--- config.mk ---
export PLATFORM = sky130hd
export DESIGN_NAME = ofdm_tx_frame_serializer
export DESIGN_NICKNAME = d
export VERILOG_FILES = /design/src/rtl/ofdm_tx_pkg.sv /design/src/rtl/ofdm_tx_slot_ram.sv /design/src/rtl/ofdm_tx_frame_serializer.sv
export SDC_FILE = /design/constraint.sdc
export NUM_CORES = 1
export LEC_CHECK = 0
export ABC_AREA = 0
export BUFFER_PORTS_ARGS = -buffer_cell sky130_fd_sc_hd__buf_2
export CAP_MARGIN = 20
export CORE_ASPECT_RATIO = 0.75
export CORE_MARGIN = 3
export CORE_UTILIZATION = 30
export DETAILED_ROUTE_END_ITERATION = 8
export GPL_TIMING_DRIVEN = 1
export SYNTH_ARGS = -nofsm -noshare
export SYNTH_HDL_FRONTEND = slang
export SYNTH_HIERARCHICAL = 1
export SYNTH_SLANG_ARGS = --single-unit
--- constraint.sdc ---
create_clock -name clk -period 14.5 [get_ports clk]
set_input_delay 0.725 -clock clk [delete_from_list [all_inputs] [get_ports clk]]
set_output_delay 0.725 -clock clk [all_outputs]
set_load 0.02 [all_outputs]
--- src/rtl/ofdm_tx_pkg.sv ---
// Shared widths and helpers for the OFDM VLC transmit chain.
// Used by the frame serializer and the constellation mapper.
package ofdm_tx_pkg;

  localparam int FRAME_W_DEF = 224;
  localparam int OUT_W_DEF   = 1;

  function automatic int nchunk(input int fw, input int ow);
    return fw / ow;
  endfunction

  function automatic int idx_w(input int n);
    return (n > 1) ? $clog2(n) : 1;
  endfunction

  localparam int NCHUNK_DEF = nchunk(FRAME_W_DEF, OUT_W_DEF);
  localparam int CNT_W_DEF  = idx_w(NCHUNK_DEF);

endpackage

--- src/rtl/ofdm_tx_slot_ram.sv ---
// DEPTH x FRAME_W frame store: one write port, async chunk read.
// OFDM_TXBUF_MSB_FIRST_EN selects MSB-first chunk order.
module ofdm_tx_slot_ram
  import ofdm_tx_pkg::*;
#(
  parameter int FRAME_W = FRAME_W_DEF,
  parameter int OUT_W   = OUT_W_DEF,
  parameter int DEPTH   = 2,
  localparam int NCHUNK = nchunk(FRAME_W, OUT_W),
  localparam int CW     = idx_w(NCHUNK),
  localparam int PW     = idx_w(DEPTH)
) (
  input  logic               clk,
  input  logic               we,
  input  logic [PW-1:0]      waddr,
  input  logic [FRAME_W-1:0] wdata,
  input  logic [PW-1:0]      raddr,
  input  logic [CW-1:0]      rchunk,
  output logic [OUT_W-1:0]   rdata
);

  logic [FRAME_W-1:0] mem [DEPTH];
  logic [FRAME_W-1:0] word;

  // Frame write; storage is deliberately not reset.
  always_ff @(posedge clk) begin
    if (we) mem[waddr] <= wdata;
  end

  // Select the current chunk of the slot being read.
  always_comb begin
    word = mem[raddr];
`ifdef OFDM_TXBUF_MSB_FIRST_EN
    rdata = word[FRAME_W-1-int'(rchunk)*OUT_W -: OUT_W];
`else
    rdata = word[int'(rchunk)*OUT_W +: OUT_W];
`endif
  end

endmodule

--- src/rtl/ofdm_tx_frame_serializer.sv ---
// Frame buffer: whole frames in, OUT_W-bit chunks out.
// OFDM_TXBUF_MSB_FIRST_EN selects MSB-first chunk order.
module ofdm_tx_frame_serializer
  import ofdm_tx_pkg::*;
#(
  parameter int FRAME_W = FRAME_W_DEF,
  parameter int OUT_W   = OUT_W_DEF,
  parameter int DEPTH   = 2,
  localparam int LW     = $clog2(DEPTH + 1)
) (
  input  logic               clk,
  input  logic               nreset,
  input  logic [FRAME_W-1:0] din,
  input  logic               din_valid,
  output logic               din_wready,
  output logic [OUT_W-1:0]   dout,
  output logic               dout_valid,
  input  logic               dout_rready,
  output logic               dout_last,
  output logic [LW-1:0]      level
);

  localparam int NCHUNK = nchunk(FRAME_W, OUT_W);
  localparam int CW     = idx_w(NCHUNK);
  localparam int PW     = idx_w(DEPTH);

  logic [PW-1:0]    wr_ptr;
  logic [PW-1:0]    rd_ptr;
  logic [CW-1:0]    cnt;
  logic [LW-1:0]    lvl;
  logic             up;
  logic             full;
  logic             at_last;
  logic             wr_fire;
  logic             rd_fire;
  logic             rd_done;
  logic [OUT_W-1:0] chunk;

  assign full       = (lvl == LW'(DEPTH));
  assign at_last    = (cnt == CW'(NCHUNK - 1));
  assign din_wready = up && !full;
  assign dout_valid = (lvl != '0);
  assign dout_last  = dout_valid && at_last;
  assign dout       = dout_valid ? chunk : '0;
  assign level      = lvl;

  assign wr_fire = din_valid && din_wready;
  assign rd_fire = dout_valid && dout_rready;
  assign rd_done = rd_fire && at_last;

  ofdm_tx_slot_ram #(
    .FRAME_W (FRAME_W),
    .OUT_W   (OUT_W),
    .DEPTH   (DEPTH)
  ) u_ram (
    .clk    (clk),
    .we     (wr_fire),
    .waddr  (wr_ptr),
    .wdata  (din),
    .raddr  (rd_ptr),
    .rchunk (cnt),
    .rdata  (chunk)
  );

  // Ready is held off until the first edge after reset release.
  always_ff @(posedge clk or negedge nreset) begin
    if (!nreset) up <= 1'b0;
    else         up <= 1'b1;
  end

  // Write pointer advances on each accepted frame.
  always_ff @(posedge clk or negedge nreset) begin
    if (!nreset)      wr_ptr <= '0;
    else if (wr_fire) wr_ptr <= wr_ptr + PW'(1);
  end

  // Chunk counter and read pointer; frame retires on its last chunk.
  always_ff @(posedge clk or negedge nreset) begin
    if (!nreset) begin
      cnt    <= '0;
      rd_ptr <= '0;
    end else if (rd_fire) begin
      if (at_last) begin
        cnt    <= '0;
        rd_ptr <= rd_ptr + PW'(1);
      end else begin
        cnt <= cnt + CW'(1);
      end
    end
  end

  // Occupancy: write and frame-completing read cancel out.
  always_ff @(posedge clk or negedge nreset) begin
    if (!nreset) begin
      lvl <= '0;
    end else begin
      unique case (1'b1)
        (wr_fire && !rd_done): lvl <= lvl + LW'(1);
        (!wr_fire && rd_done): lvl <= lvl - LW'(1);
        default:               lvl <= lvl;
      endcase
    end
  end

endmodule

==> flow_metrics.env, run 1 <==
export IMPL_outcome="complete, no violations"
export IMPL_power_density_mw_per_mm2=176
export IMPL_drt_first_iter_violations=835
export IMPL_initial_utilization_pct=30.5
export IMPL_ys_ff_latch=461
export IMPL_fmax_mhz=179
export IMPL_hold_worst_slack_ns=0.0531
export IMPL_most_common_cell_type_on_the_critical_path="o211ai_1"
export IMPL_num_rows=77
export IMPL_setup_tns_ns=0
export IMPL_netlist_top_cell_by_area="edfxtp_1"
export IMPL_hold_violations=0
export IMPL_dieWidth_um=290
export IMPL_post_cts_setup_buffer_count=0
export IMPL_timing_max_transition_violations_final=0
export IMPL_remaining_global_route_overflow=0
export IMPL_worst_path_largest_cell_delay_ns=0.99
export IMPL_h_tree_levels=2
export IMPL_max_cap_viol_count=0
export IMPL_grt_max_degree=77
export IMPL_cpLargestDelayFamily="compound AO/OA/AOI/OAI gates"
export IMPL_critical_path_max_fanout=49
export IMPL_totalWireLength_mm=45.9
export IMPL_path_class="register to output pin"
export IMPL_crit_path_top_delay_cell="dfrtp_4"
export IMPL_ys_async_sr_fraction_pct=2.82
export IMPL_synthesis_area_mm2=0.0182
export IMPL_adder_and_majority_cell_fraction_of_the_synthesized_area_pct=0.138
export IMPL_setup_ws_ns=8.91
export IMPL_final_setup_skew_ns=0.00730
export IMPL_synth_area_mux_share_pct=14.9
export IMPL_synth_enable_flop_cells=448
export IMPL_finalSetupViolations=0
export IMPL_grt_pass1_vias=10000
export IMPL_viasPerCell=4.83
export IMPL_dieHeight_um=219
export IMPL_synth_xor_area_share_pct=0.338
export IMPL_pin_count=234
export IMPL_worst_path_buf_inv=2
export IMPL_total_leakage_power_uw=0.00718
export IMPL_post_synth_inst_count=869
export IMPL_drt_pre_antenna_iters=6
export IMPL_grt_use_total_pct=14.3
export IMPL_drive_above_1_share_pct=37.3
export IMPL_synth_top_family_by_area="multiplexers"
export IMPL_synth_sequential_area_ratio_pct=75.9
export IMPL_cts_clk_slew_worst_paths_ns=0.06
export IMPL_final_core_util_pct=36.6
export IMPL_grt_antenna_before_repair=12
export IMPL_distinct_cell_type_count_after_synthesis=61
export IMPL_syn_nets=1099
export IMPL_synth_commonest_cells="edfxtp_1 (448), mux4_2 (86), mux2i_1 (44)"
export IMPL_hold_path_class="input pin to async pin"
export IMPL_yosys_warning_count=6
export IMPL_relSlewSlack_pct=29.1
export IMPL_worst_setup_path_end_kind="output pin"
export IMPL_cp_data_required_time_ns=13.78
export IMPL_total_power_uw=3820
export IMPL_worst_pin_slew_ns=1.06
export IMPL_synth_compound_area_share_pct=3.64
export IMPL_grt_setup_unrepaired="no"
export IMPL_portBuffers=233
export IMPL_final_net_count=1355
export IMPL_grt_first_pass_wirelength_mm=66.7
export IMPL_startpoint_type="register"
export IMPL_clock_latency_ns=0.56
export IMPL_routed_wire_length_per_instance_um=23.5
export IMPL_timing_final_crit_share_pct=38.6
export IMPL_cts_root_buf="clkbuf_16"
export IMPL_via_count=9439
export IMPL_period_minus_slack_ns=5.59
export IMPL_ant_nets_after_route=0
export IMPL_placeableCoreArea_mm2=0.0594
export IMPL_die_area_mm2=0.0635
export IMPL_routability_congestion_estimate=0.709
export IMPL_placement_setup_worst_slack_ns=9.37
export IMPL_synthSimpleGateAreaFrac_pct=3.22
export IMPL_hold_buf_cts=0
export IMPL_worst_voltage_drop_across_the_vdd_grid_v=0.0000856
export IMPL_synth_top_cell_area_share_pct=74.1
export IMPL_syn_avg_cell_area_um2=20.9
export IMPL_arrival_ns=4.87
export IMPL_postSynth_topFlopCell="edfxtp_1"
export IMPL_cts_tree="yes"
export IMPL_cts_resized_gates=0
export IMPL_num_fill_cells=5476
export IMPL_most_instantiated_library_cell_after_synthesis="edfxtp_1"
export IMPL_critical_path_cell_chain="buf_4 -> mux4_2 -> mux2_2 -> o21ai_0 -> o211ai_1 -> a41oi_1 -> o211ai_1 -> and2_1 -> buf_2"
export IMPL_synth_top_cells_by_area="edfxtp_1 (74%), mux4_2 (11%), mux2i_1 (2.4%)"
export IMPL_place_detailed_hpwl_mm=30.5
export IMPL_clock_path_buffers=3
export IMPL_cts_buffers=47
export IMPL_drc=0
export IMPL_flow_area_growth_from_synthesis_pct=19.8
export IMPL_cts_sinks=461
metal layers:
metal / track usage (%) / up-vias / part of all wire, %
li1: - / 4176 / -
met1: 19.4 / 4883 / 44
met2: 22.9 / 289 / 47
met3: 3.64 / 81 / 6.6
met4: 3.66 / 10 / 2.0
met5: 0 / - / 0.14
cell usage in the layout, fill, tap and decap left out, drive strengths merged, types with 2 or more instances in the layout:
cell type  netlist  routed
or4              3       3
edfxtp         448     448
diode            0       4
a21oi           12      12
o21ai           15      15
nand4b           2       2
a311oi           5       5
buf             33     252
o211ai           9       9
o21a             2       2
nand3b           2       2
nor2            15      15
bufinv           0       8
mux2i           44      44
a2111oi          7       7
clkinv           1      23
nand2b           8       8
mux2             8       8
nor2b           11      11
clkbuf          12      52
clkinvlp         0       2
a41oi            3       3
xnor2            6       6
nor4             5       5
mux4            95      95
a211oi           3       3
o22ai            5       5
a221oi           2       2
nand2           29      29
nor3            16      16
dfrtp           13      13
inv              9      11
and3             2       2
o41ai            2       2
nand4            4       4
nand3            4       4
ha               2       2
a31oi            3       3
o221ai          12      12
and2             4       4
report_power, final:
group          switching [µW]  internal (µW)
clock network             504            737
registers                 106           1610
logic                     517            350
area by class of cell:
type / instances / area (µm²) / area share [%]
clock inverters: 34 / 374 / 1.72
flip-flops and latches: 461 / 13800 / 63.4
repair buffers: 252 / 1310 / 6.02
clock buffers: 52 / 1190 / 5.49
multi-input cells: 353 / 4050 / 18.6
diodes: 4 / 10.0 / 0.0460
well taps: 790 / 988 / 4.54
inverters: 10 / 37.5 / 0.173
worst paths after layout:
kind                               start                 to  cells after the start  slack, ns
worst max-delay path              rd_ptr               dout                      9       8.91
worst min-delay path              nreset             wr_ptr                      1       0.05
worst max register to register  level[0]  u_ram/mem[0][101]                      5      10.78
worst min register to register    wr_ptr             wr_ptr                      1       0.56
max in group asynchronous         nreset             cnt[0]                      1      14.17
min in group clk                 din[52]   u_ram/mem[0][52]                      1       0.35
flip-flops by register name, summed over array words and instances, names as in the netlist:
| signal | count |
|---|---|
| cnt | 8 |
| level | 2 |
| up | 1 |
| wr_ptr | 1 |
| u_ram/mem | 448 |
| rd_ptr | 1 |
stage by stage:
stage                     std cells  instance area (µm²)
after floorplan                 869                18200
after global placement         1866                20200
after detailed placement       1866                20200
after CTS                      1952                21700
after global routing           1953                21700
final                          1956                21800
cell families (layout without fill, tap and decap cells):
family / count (synthesis) / count (layout)
DFF: 461 / 461
AOI/OAI and AO/OA: 89 / 89
and+or+nand+nor: 107 / 107
xor gates and xnor gates: 7 / 7
other: 1 / 5
muxes: 147 / 147
adders and majority gates: 2 / 2
buffers and inverters: 55 / 348
No activity file was read; power rests on OpenSTA's default activity.
==> inputs of run 2 (changes only) <==
==> constraint.sdc (replaced) <==
create_clock -name clk -period 5.4 [get_ports clk]
set_input_delay 0.27 -clock clk [delete_from_list [all_inputs] [get_ports clk]]
set_output_delay 0.27 -clock clk [all_outputs]
set_load 0.02 [all_outputs]
==> run 2 against run 1 <==
  * Combinational power rose to 2.9 times the previous value
  * First-iteration DRC count up 7.4%
  * Critical path depth up 1
  * Routed wire length up 4.0%
  * Largest cell class unchanged
  * Largest power group unchanged
==> flow_metrics.env, run 2 (synthesis results as in run 1) <==
export IMPL_timing_max_transition_violations_final=0
export IMPL_die_area_mm2=0.0635
export IMPL_hold_path_class="input pin to register"
export IMPL_totalWireLength_mm=47.7
export IMPL_timing_final_crit_share_pct=79.3
export IMPL_grt_first_pass_wirelength_mm=71.1
export IMPL_flow_area_growth_from_synthesis_pct=32.6
export IMPL_ant_nets_after_route=0
export IMPL_cts_tree="yes"
export IMPL_hold_worst_slack_ns=0.0881
export IMPL_layout_cells_most_common_list="edfxtp_1 (448), buf_2 (233), dlygate4sd3_1 (225), mux4_2 (86), clkbuf_16 (51)"
export IMPL_drive_above_1_share_pct=30.9
export IMPL_final_net_count=1584
export IMPL_cts_sinks=461
export IMPL_drt_pre_antenna_iters=5
export IMPL_remaining_global_route_overflow=0
export IMPL_portBuffers=233
export IMPL_cts_resized_gates=0
export IMPL_fmax_mhz=234
export IMPL_dieWidth_um=290
export IMPL_mostFrequentLayoutCell="edfxtp_1"
export IMPL_relSlewSlack_pct=31.2
export IMPL_clock_latency_ns=0.59
export IMPL_worst_voltage_drop_across_the_vdd_grid_v=0.000219
export IMPL_initial_utilization_pct=30.5
export IMPL_grt_use_total_pct=15.0
export IMPL_dieHeight_um=219
export IMPL_setup_tns_ns=0
export IMPL_cts_clk_slew_worst_paths_ns=0.06
export IMPL_path_class="register to output pin"
export IMPL_viasPerCell=4.71
export IMPL_critPathCapture="dout"
export IMPL_final_setup_skew_ns=0.0178
export IMPL_worst_path_largest_cell_delay_ns=0.76
export IMPL_num_rows=77
export IMPL_hold_violations=0
export IMPL_finalSetupViolations=0
export IMPL_timing_reg2reg_worst_path_depth=7
export IMPL_arrival_ns=4.01
export IMPL_critical_path_max_fanout=33
export IMPL_setup_reg_to_reg_worst_slack_ns=2.67
export IMPL_via_count=10300
export IMPL_startpoint="cnt[1]"
export IMPL_grt_antenna_before_repair=4
export IMPL_routed_wire_length_per_instance_um=21.8
export IMPL_outcome="complete, no violations"
export IMPL_startpoint_type="register"
export IMPL_final_core_util_pct=40.5
export IMPL_place_detailed_hpwl_mm=30.7
export IMPL_h_tree_levels=2
export IMPL_placeableCoreArea_mm2=0.0594
export IMPL_worst_pin_slew_ns=1.03
export IMPL_pin_count=234
export IMPL_grt_max_degree=117
export IMPL_power_density_mw_per_mm2=429
export IMPL_timing_rr_end="level[1]"
export IMPL_cts_root_buf="clkbuf_16"
export IMPL_registers_top_by_ff_count="u_ram/mem"
export IMPL_r2r_start="cnt[0]"
export IMPL_critical_path_cell_chain="buf_4 -> mux2i_1 -> nor3_1 -> or4_1 -> a311oi_1 -> nor4b_2 -> a41oi_1 -> o211ai_1 -> and2_1 -> buf_2"
export IMPL_grt_pass1_vias=11300
export IMPL_routability_congestion_estimate=0.749
export IMPL_cts_buffers=49
export IMPL_crit_path_top_delay_cell="dfrtp_4"
export IMPL_drc=0
export IMPL_period_minus_slack_ns=4.28
export IMPL_worst_setup_path_end_kind="output pin"
export IMPL_max_cap_viol_count=0
export IMPL_largest_register_ff_count=448
export IMPL_cp_data_required_time_ns=5.13
export IMPL_clock_path_buffers=3
export IMPL_total_power_uw=10300
export IMPL_total_leakage_power_uw=0.00812
export IMPL_drt_first_iter_violations=897
export IMPL_grt_setup_unrepaired="no"
[run 2: cell types whose count changed in the layout (fill, tap and decap cells not counted), moves of 4 or more]
cell and delta:
dlygate4sd3_1 +225, clkinv_2 -7, clkbuf_1 +6, buf_12 +5, bufinv_16 -5, clkbuf_16 +4
clkinv_1 +4
[run 2: report_power, final]
part	internal (µW)	leakage (µW)	total (µW)	switching (µW)
logic	1070	0.00316	2500	1430
clock network	1880	0.000746	3250	1380
registers	4320	0.00421	4570	248
total	7270	0.00812	10300	3060
[run 2: area by class of cell]
type / count / area, µm²
multi-input combinational: 353 / 4050
fill: 5329 / 35400
tap: 790 / 988
inverter: 10 / 37.5
clock buffer: 62 / 1320
timing repair buffer: 479 / 3640
antenna: 4 / 10.0
clock inverter: 30 / 239
sequential: 461 / 13800
[run 2: routing by layer]
layer,vias up,wire [µm],global-route usage (%)
met3,70,3400,3.80
met1,5251,20300,19.6
met5,-,13,0
met2,333,23000,24.9
met4,2,1030,4.11
li1,4645,-,-
[run 2: worst min path at each step]
stage	startpoint	endpoint	slack, ns	cells past startpoint
2_1_floorplan	nreset	cnt[0]	-0.03	0
3_3_place_gp	nreset	level[1]	0.19	1
3_5_place_dp	nreset	up	0.19	1
4_1_cts	din_valid	wr_ptr	0.05	3
5_1_grt	din_valid	wr_ptr	0.07	3
6_report	din_valid	wr_ptr	0.09	3
[run 2: stage by stage]
step / setup slack, ns / instances / area, µm²
detailed placement: 1.64 / 1868 / 20300
finish: 1.12 / 2189 / 24100
global placement: 1.70 / 1868 / 20300
floorplan: 0.764 / 869 / 18200
global route: 0.838 / 2185 / 24100
CTS: 0.984 / 2185 / 24100
[run 2: worst max-delay path: cells and delay by family, from the launching register on]
kind            cells  cell delay, ns
compound gates      3            1.04
simple gates        4            0.85
flops               1            0.76
buf+inv             2            0.53
mux                 1            0.25
[run 2: repair_timing]
action / 4_1_cts / 5_1_grt
hold endpoints to repair: 461 / 0
hold buffers: 225 / 0
buffers inserted: 0 / 0
==> inputs of run 3 (changes only) <==
--- a/config.mk
+++ b/config.mk
@@ -5,7 +5,7 @@
 export SDC_FILE = /design/constraint.sdc
 export NUM_CORES = 1
 export LEC_CHECK = 0
-export ABC_AREA = 0
+export ABC_AREA = 1
 export BUFFER_PORTS_ARGS = -buffer_cell sky130_fd_sc_hd__buf_2
 export CAP_MARGIN = 20
 export CORE_ASPECT_RATIO = 0.75
==> constraint.sdc (replaced) <==
create_clock -name clk -period 3.7 [get_ports clk]
set_input_delay 0.185 -clock clk [delete_from_list [all_inputs] [get_ports clk]]
set_output_delay 0.185 -clock clk [all_outputs]
set_load 0.02 [all_outputs]
==> run 3 against run 2 <==
  * Routed wire length up 22%
  * Clock skew is 0.0051 ns higher
  * Utilization shrank 0.10 points
  * Synthesized area is 3.6% higher
  * Flip-flop and latch count is the same
  * First-iteration DRC count increased by 62%
  * Clock power up 44%
  * Critical endpoint unchanged
==> flow_metrics.env, run 3 <==
export IMPL_outcome="complete, no violations"
export IMPL_distinct_cell_type_count_after_synthesis=28
export IMPL_dp_cells=2549
export IMPL_clock_latency_ns=0.59
export IMPL_grt_antenna_before_repair=15
export IMPL_synth_sequential_area_ratio_pct=73.2
export IMPL_arrival_ns=3.30
export IMPL_post_synth_inst_count=1580
export IMPL_portBuffers=233
export IMPL_synth_compound_area_share_pct=0.253
export IMPL_final_setup_skew_ns=0.0229
export IMPL_hold_path_class="input pin to async pin"
export IMPL_drive_above_1_share_pct=17.3
export IMPL_synthesis_area_mm2=0.0188
export IMPL_place_detailed_hpwl_mm=37.6
export IMPL_worst_pin_slew_ns=0.787
export IMPL_finalSetupViolations=0
export IMPL_grt_use_total_pct=17.3
export IMPL_critical_path_max_fanout=59
export IMPL_adder_and_majority_cell_fraction_of_the_synthesized_area_pct=0.133
export IMPL_drt_first_iter_violations=1455
export IMPL_layout_cells_most_common_list="nand2_1 (554), edfxtp_1 (448), nand3_1 (405), buf_2 (233), dlygate4sd3_1 (227)"
export IMPL_placeableCoreArea_mm2=0.0613
export IMPL_total_leakage_power_uw=0.00946
export IMPL_grt_first_pass_wirelength_mm=85.4
export IMPL_pin_count=234
export IMPL_path_class="register to output pin"
export IMPL_setup_tns_ns=0
export IMPL_syn_avg_cell_area_um2=11.9
export IMPL_cts_buffers=47
export IMPL_most_instantiated_library_cell_after_synthesis="nand2_1"
export IMPL_synth_commonest_cells="nand2_1 (555), edfxtp_1 (448), nand3_1 (407)"
export IMPL_relSlewSlack_pct=47.5
export IMPL_die_area_mm2=0.0658
export IMPL_post_cts_setup_buffer_count=0
export IMPL_synth_top_cell_area_share_pct=71.5
export IMPL_cts_clk_slew_worst_paths_ns=0.06
export IMPL_setup_reg_to_reg_worst_slack_ns=1.16
export IMPL_cts_tree="yes"
export IMPL_synth_top_cells_by_area="edfxtp_1 (71%), nand2_1 (11%), nand3_1 (11%)"
export IMPL_r2r_start="cnt[0]"
export IMPL_remaining_global_route_overflow=0
export IMPL_h_tree_levels=2
export IMPL_syn_nets=1810
export IMPL_cpLargestDelayFamily="simple AND/OR/NAND/NOR gates"
export IMPL_cts_sinks=461
export IMPL_dieHeight_um=223
export IMPL_routed_wire_length_per_instance_um=20.3
export IMPL_placement_setup_worst_slack_ns=0.479
export IMPL_initial_utilization_pct=30.7
export IMPL_setup_ws_ns=0.212
export IMPL_netlist_top_cell_by_area="edfxtp_1"
export IMPL_num_rows=78
export IMPL_mostFrequentLayoutCell="nand2_1"
export IMPL_cts_root_buf="clkbuf_16"
export IMPL_via_count=13800
export IMPL_drc=0
export IMPL_dieWidth_um=295
export IMPL_ys_ff_latch=461
export IMPL_ys_async_sr_fraction_pct=2.82
export IMPL_registers_top_by_ff_count="u_ram/mem"
export IMPL_worst_voltage_drop_across_the_vdd_grid_v=0.000482
export IMPL_final_core_util_pct=40.4
export IMPL_critical_path_cell_chain="buf_8 -> nand2_1 -> nand3_1 -> nand3_1 -> nand2_1 -> nand2_1 -> nand3_1 -> nand3_1 -> nand2_1 -> nand2_1 -> nand3_1 -> nor2_1 -> nor2_2 -> inv_1 -> nor2_1 -> buf_2"
export IMPL_viasPerCell=4.81
export IMPL_grt_setup_unrepaired="no"
export IMPL_grt_pass1_vias=13500
export IMPL_worst_path_largest_cell_delay_ns=0.59
export IMPL_totalWireLength_mm=58.1
export IMPL_largest_register_ff_count=448
export IMPL_timing_reg2reg_worst_path_depth=10
export IMPL_synth_xor_area_share_pct=0.279
export IMPL_final_net_count=2257
export IMPL_timing_max_transition_violations_final=0
export IMPL_worst_path_buf_inv=3
export IMPL_fmax_mhz=287
export IMPL_grt_max_degree=130
export IMPL_routability_congestion_estimate=0.792
export IMPL_synth_enable_flop_cells=448
export IMPL_period_minus_slack_ns=3.49
export IMPL_timing_rr_end="level[1]"
export IMPL_synth_top_family_by_area="simple AND/OR/NAND/NOR gates"
export IMPL_clock_path_buffers=3
export IMPL_cp_data_required_time_ns=3.51
export IMPL_yosys_warning_count=6
export IMPL_crit_path_top_delay_cell="dfrtp_4"
export IMPL_timing_final_crit_share_pct=94.3
export IMPL_postSynth_topFlopCell="edfxtp_1"
export IMPL_power_density_mw_per_mm2=679
export IMPL_flow_area_growth_from_synthesis_pct=31.6
export IMPL_synthSimpleGateAreaFrac_pct=22.5
export IMPL_post_layout_nonfiller_instances=2866
export IMPL_hold_violations=0
export IMPL_startpoint_type="register"
export IMPL_drt_pre_antenna_iters=5
export IMPL_worst_setup_path_end_kind="output pin"
export IMPL_max_cap_viol_count=0
export IMPL_synth_area_mux_share_pct=0
export IMPL_ant_nets_after_route=0
run 3: per-layer routing:
metal | wire length [µm] | track usage [%] | up-vias
li1 | - | - | 6460
met1 | 26100 | 25.2 | 6718
met2 | 26100 | 26.3 | 502
met3 | 4470 | 3.40 | 85
met4 | 1230 | 4.39 | 24
met5 | 166 | 0 | -
run 3: worst max-delay path by stage:
stage                         from              end  depth (start not counted)
after floorplan           level[0]  u_ram/mem[0][0]                          6
after global placement      cnt[0]             dout                         16
after detailed placement    cnt[0]             dout                         16
after CTS                   rd_ptr             dout                         17
after global routing        cnt[0]             dout                         16
final                       rd_ptr             dout                         16
run 3: report_power, final:
| group | internal, µW | leakage (µW) | switching (µW) |
|---|---|---|---|
| logic | 1640 | 0.00449 | 3710 |
| registers | 6490 | 0.00424 | 293 |
| clock network | 2650 | 0.000733 | 2030 |
run 3: cell families after synthesis:
logic type | Yosys count
AND/OR/NAND/NOR | 984
flip-flops | 461
buffers and inverters | 120
AO/OA/AOI/OAI | 6
XOR/XNOR | 6
adder cells (fa/ha/maj) | 2
other | 1
run 3: repair_timing:
item                                    in CTS  in global routing
gates resized for setup                      4                 13
cloned                                       0                  2
pin swaps                                    0                  0
hold buffers                               227                  0
hold endpoints to repair                   464                  0
endpoints found under the setup margin       1                  1
run 3: metrics by stage:
| step | power [µW] | area, µm² | hold WS, ns |
|---|---|---|---|
| 2_1_floorplan | 10100 | 18800 | -0.111 |
| 5_1_grt | 17800 | 24800 | 0.0419 |
| 4_1_cts | 16900 | 24600 | 0.0159 |
| 3_5_place_dp | 12000 | 20900 | 0.124 |
| 6_report | 16800 | 24800 | 0.0447 |
| 3_3_place_gp | 11900 | 20900 | 0.113 |
run 3: cell type report:
cell class | count | area (µm²)
clock buffer | 61 | 1270
antenna | 1 | 2.50
inverter | 26 | 130
sequential | 461 | 13800
timing repair buffer | 492 | 3940
clock inverter | 26 | 228
multi-input combinational | 999 | 4390
tap | 800 | 1000
fill | 5853 | 36500
